File: config.mk
export PLATFORM = sky130hd
export DESIGN_NAME = demultiplex
export DESIGN_NICKNAME = d
export VERILOG_FILES = /design/src/rtl/demultiplex.sv
export SDC_FILE = /design/constraint.sdc
export NUM_CORES = 1
export LEC_CHECK = 0
export ABC_AREA = 0
export CORE_UTILIZATION = 35
export CTS_CLUSTER_SIZE = 28
export DETAILED_ROUTE_END_ITERATION = 6
export PLACE_DENSITY = 0.65
export SLEW_MARGIN = 30
export SYNTH_ARGS = -nofsm -noshare
export SYNTH_HDL_FRONTEND = slang
export SYNTH_SLANG_ARGS = --single-unit
File: constraint.sdc
create_clock -name clk -period 4.06 [get_ports clk]
set_input_delay 0.812 -clock clk [delete_from_list [all_inputs] [get_ports clk]]
set_output_delay 0.812 -clock clk [all_outputs]
set_load 0.01 [all_outputs]
File: src/rtl/demultiplex.sv
// Tagged-stream demultiplexer: a 2-entry input buffer feeds N lane registers,
// steering each word to the lane selected by its tag; unknown tags are dropped with err.
module demultiplex #(
    parameter int W = 16,
    parameter int N = 4,
    localparam int T = $clog2(N)
) (
    input  logic             clk,
    input  logic             rst,
    input  logic             s_valid,
    output logic             s_ready,
    input  logic [W+T-1:0]   s_data,
    output logic [N-1:0]     m_valid,
    input  logic [N-1:0]     m_ready,
    output logic [N*W-1:0]   m_data,
    output logic             err
);

    logic [W+T-1:0] head_q, head_d;
    logic [W+T-1:0] skid_q, skid_d;
    logic [1:0]     cnt_q, cnt_d;
    logic           s_ready_q, s_ready_d;
    logic [N-1:0]   m_valid_q, m_valid_d;
    logic [N*W-1:0] m_data_q, m_data_d;
    logic           err_q, err_d;

    logic [T-1:0]   head_tag;
    logic [W-1:0]   head_dat;
    logic           bad_tag;
    logic           lane_free;
    logic           route;
    logic           pop;
    logic           push;

    // Routing decision on the head of the input buffer
    always_comb begin
        head_tag  = head_q[W+T-1:W];
        head_dat  = head_q[W-1:0];
        bad_tag   = (int'(head_tag) >= N);
        lane_free = !bad_tag && (!m_valid_q[head_tag] || m_ready[head_tag]);
        route     = (cnt_q != 2'd0) && lane_free;
        pop       = (cnt_q != 2'd0) && (bad_tag || lane_free);
        push      = s_valid && s_ready_q;
    end

    // Input buffer: head is the oldest word, skid catches the word that arrives
    // while the head is stalled.
    always_comb begin
        head_d = head_q;
        skid_d = skid_q;
        cnt_d  = cnt_q;
        case (cnt_q)
            2'd0: begin
                if (push) begin
                    head_d = s_data;
                    cnt_d  = 2'd1;
                end
            end
            2'd1: begin
                if (push && pop) begin
                    head_d = s_data;
                end else if (pop) begin
                    cnt_d = 2'd0;
                end else if (push) begin
                    skid_d = s_data;
                    cnt_d  = 2'd2;
                end
            end
            default: begin
                if (pop) begin
                    head_d = skid_q;
                    cnt_d  = 2'd1;
                end
            end
        endcase
        s_ready_d = (cnt_d != 2'd2);
        err_d     = pop && bad_tag;
    end

    // Lane registers: drain on accept, reload only the lane the head selects
    always_comb begin
        m_valid_d = m_valid_q & ~m_ready;
        m_data_d  = m_data_q;
        for (int i = 0; i < N; i++) begin
            if (route && (head_tag == T'(i))) begin
                m_valid_d[i]          = 1'b1;
                m_data_d[i*W +: W]    = head_dat;
            end
        end
    end

    always_ff @(posedge clk or posedge rst) begin
        if (rst) begin
            head_q    <= '0;
            skid_q    <= '0;
            cnt_q     <= 2'd0;
            s_ready_q <= 1'b0;
            m_valid_q <= '0;
            m_data_q  <= '0;
            err_q     <= 1'b0;
        end else begin
            head_q    <= head_d;
            skid_q    <= skid_d;
            cnt_q     <= cnt_d;
            s_ready_q <= s_ready_d;
            m_valid_q <= m_valid_d;
            m_data_q  <= m_data_d;
            err_q     <= err_d;
        end
    end

    assign s_ready = s_ready_q;
    assign m_valid = m_valid_q;
    assign m_data  = m_data_q;
    assign err     = err_q;

endmodule

==> flow_summary_export.csv <==
group,metric,value,unit
min_path,hold-path-cell-count,1,
grt,antenna_found_initial,0,
synth,avgSynthCellArea,16.0,µm²
route,drc,0,
synth,area_share_of_xor_xnor_cells_in_the_synthesized_design,0,%
cells_and_area,layout.cells.non_filler,543,
route,final_ant_viol_nets,0,
synth,synth-edff-count,0,
critical_path,rr_endpoint,"m_data[25]$_DFFE_PP0P_",
sta,post-route-period-util,67.2,%
synth,synth_cell_type_count,28,
grt,grt_remaining_overflow,0,
die,floorplan.initialDensity,36.1,%
cells_and_area,utilization,47.7,%
route,vias,2533,
power,clock_power_share,20.0,%
route,drtIter0Drc,95,
power,power_frac_comb,36.9,%
critical_path,setup.worst_path.end_class,"flop",
power,leak_pwr,2.43,nW
clocking,cts_max_path_buffers,2,
synth,synth_warnings,0,
sta,number_of_slew_limit_violations_in_the_final_report,0,
die,rows,40,
critical_path,worst-r2r-cell-count,6,
route,vias_per_cell,4.66,
min_path,hp-class,"reg -> reg",
synth,ys_top_cells_by_count,"sky130_fd_sc_hd__dfrtp_1, sky130_fd_sc_hd__mux2_2, sky130_fd_sc_hd__mux2_4",
sta,rsz0062_at_grt,"no",
clocking,post_cts.resized_instances,0,
die,die_area,13000,µm²
synth,post_synth_and_or_nand_nor_area_fraction,3.29,%
cells_and_area,layout-area-overhead-vs-synth,32.0,%
grt,grt_pass1_vias,2754,
synth,flip_flop_and_latch_count_after_synthesis,107,
route,wl_per_cell,17.3,µm
grt,grt_max_degree,63,
grt,first_pass_grt_wire_length,15.1,mm
route,dr.pass1.iters,4,
clocking,h-tree-depth,3,
synth,largest_family_of_logic_cells_by_synthesized_area,"multiplexers",
clocking,cts.root.buffer_cell,"sky130_fd_sc_hd__clkbuf_16",
clocking,clk-insertion-delay-late,350,ps
synth,synth_compound_area_share,1.37,%
synth,synth_top_area_cell,"sky130_fd_sc_hd__dfrtp_1",
synth,post-synth-top-count-cell,"sky130_fd_sc_hd__dfrtp_1",
sta,fmax,0.366,GHz
cells_and_area,layout-drive-gt1-share,36.0,%
clocking,tritoncts,"yes",
die,fp.coreArea,12100,µm²
min_path,min_to,"skid_q[16]$_DFFE_PP0P_",
power,netSwitchingFraction,28.7,%
placement,port-buffer-count,93,
critical_path,timing.critical_path.arrival,2960,ps
synth,netlist.area_leader.share,61.2,%
cells_and_area,insertedDiodeCount,0,
job,cap_viol_max_count,0,
placement,finalWeightedCongestion,0.707,
power,powerDensity,727,nW/µm²
critical_path,worst-r2r-setup-slack,1670,ps
sta,timing.final.hold_violations,0,
synth,synthAdderAreaFrac,0,%
synth,postSynthCellCount,273,
synth,synthesis.nets,298,
synth,synth_area_leaders,"sky130_fd_sc_hd__dfrtp_1, sky130_fd_sc_hd__mux2_2, sky130_fd_sc_hd__mux2_4",
synth,fraction_of_synthesized_area_in_multiplexers,31.9,%
sta,worstMarginPinSlew,804,ps
clocking,cts_setup_buffers,0,
synth,synth-main-ff-cell,"sky130_fd_sc_hd__dfrtp_1",
synth,netlist_area,4380,µm²
critical_path,crit_required,4290,ps
clocking,total_clock_buffers_created_by_cts,9,
grt,globalRouteTotalUtil,15.8,%
sta,finalSetupTns,0,ps
critical_path,worst-setup-path-type,"in -> reg",
clocking,cts-hold-fix-buffers,0,
die,io_pins,95,
power,power.internal,2.99,mW
sta,fin_worst_skew,8.93,ps
die,die-width,114,µm
clocking,cts.sink_count,107,
power,seqPwrFrac,43.1,%
power,vdd_ir_drop_max,277,µV
sta,setup_viol,0,
route,drt-total-wl,9.42,mm
sta,timing.slew.headroom,46.4,%
synth,asr_flop_ratio_synth,100,%
cells_and_area,finalNetCount,395,
clocking,clk_pin_slew,70,ps
placement,placedCellCount,527,
sta,finalWorstPathRequiredPeriod,2730,ps
synth,seq_area_frac_synth,61.2,%
run_status,status,"finished, final reports clean",
die,die_y,114,µm
min_path,min-delay-start,"skid_q[16]$_DFFE_PP0P_",
critical_path,cp-start-kind,"input pin",
critical_path,path_max_fanout,18,
placement,dp.final_hpwl,6.24,mm
power,p_switching,1.21,mW
critical_path,critical_path.reg2reg.startpoint,"cnt_q[1]$_DFF_PP0_",
-- power groups by stage --
stage / Clock (mW) / Sequential [mW] / Combinational [mW]
after floorplan: 0 / 1.92 / 0.610
after global placement: 0 / 1.82 / 1.53
after detailed placement: 0 / 1.83 / 1.57
after CTS: 0.860 / 1.82 / 1.58
after global routing: 0.907 / 1.87 / 1.66
final: 0.839 / 1.81 / 1.55
-- state kept, by name, summed over array words and instances (netlist names) --
name and count:
skid_q 18, cnt_q 2, head_q 18, s_ready 1, m_valid 4, m_data 64
-- final cells by class --
type / instances / area, µm²
fillers: 1115 / 6330
flip-flops and latches: 107 / 2680
multi-input cells: 152 / 1610
repair buffers: 99 / 996
clock buffers: 13 / 260
well taps: 168 / 210
clock inverters: 3 / 22.5
inverters: 1 / 6.26
-- per-stage QoR --
stage	hold slack [ps]	setup slack, ps	power (mW)	cell area, µm²
floorplan	475	431	2.53	4380
global placement	483	987	3.35	5480
global route	522	1230	4.44	5780
CTS	508	1330	4.25	5780
finish	503	1330	4.20	5780
detailed placement	492	971	3.40	5500
-- per-layer routing --
metal,up-vias,share of wire (%),global-route usage (%)
met4,0,1.9,7.88
met1,1321,47,21.2
met5,-,0,0
met2,50,47,24.5
met3,9,3.6,3.40
li1,1153,-,-
-- kinds of logic (layout without fill, tap and decap cells) --
group	after synthesis	in the layout
compound gates	8	8
buf+inv	14	116
flops	107	107
mux	120	120
other cells	1	1
simple gates	23	23
-- cell usage in the layout (no fill, tap or decap), types with 4 or more instances in the layout --
cell and count:
sky130_fd_sc_hd__buf_4 4, sky130_fd_sc_hd__mux2_2 98, sky130_fd_sc_hd__mux2_4 10, sky130_fd_sc_hd__clkdlybuf4s50_1 93
sky130_fd_sc_hd__dfrtp_1 107, sky130_fd_sc_hd__clkbuf_16 9, sky130_fd_sc_hd__mux2_1 9, sky130_fd_sc_hd__nor2b_1 6
-- worst max path at each step --
stage	start	to	slack [ps]	cells past startpoint
global placement	m_ready[2]	head_q[9]$_DFFE_PP0P_	990	5
finish	m_ready[2]	head_q[11]$_DFFE_PP0P_	1330	5
global route	m_ready[0]	head_q[11]$_DFFE_PP0P_	1230	5
CTS	m_ready[0]	head_q[11]$_DFFE_PP0P_	1330	5
floorplan	rst	cnt_q[0]$_DFF_PP0_	430	1
detailed placement	m_ready[0]	head_q[11]$_DFFE_PP0P_	970	5
-- worst max-delay path: stages --
cell and delay [ps]:
sky130_fd_sc_hd__clkdlybuf4s50_1 510, sky130_fd_sc_hd__nor2b_1 60, sky130_fd_sc_hd__mux4_2 550, sky130_fd_sc_hd__a21oi_4 610, sky130_fd_sc_hd__mux2_2 410
(Power assumes the default switching activity.)
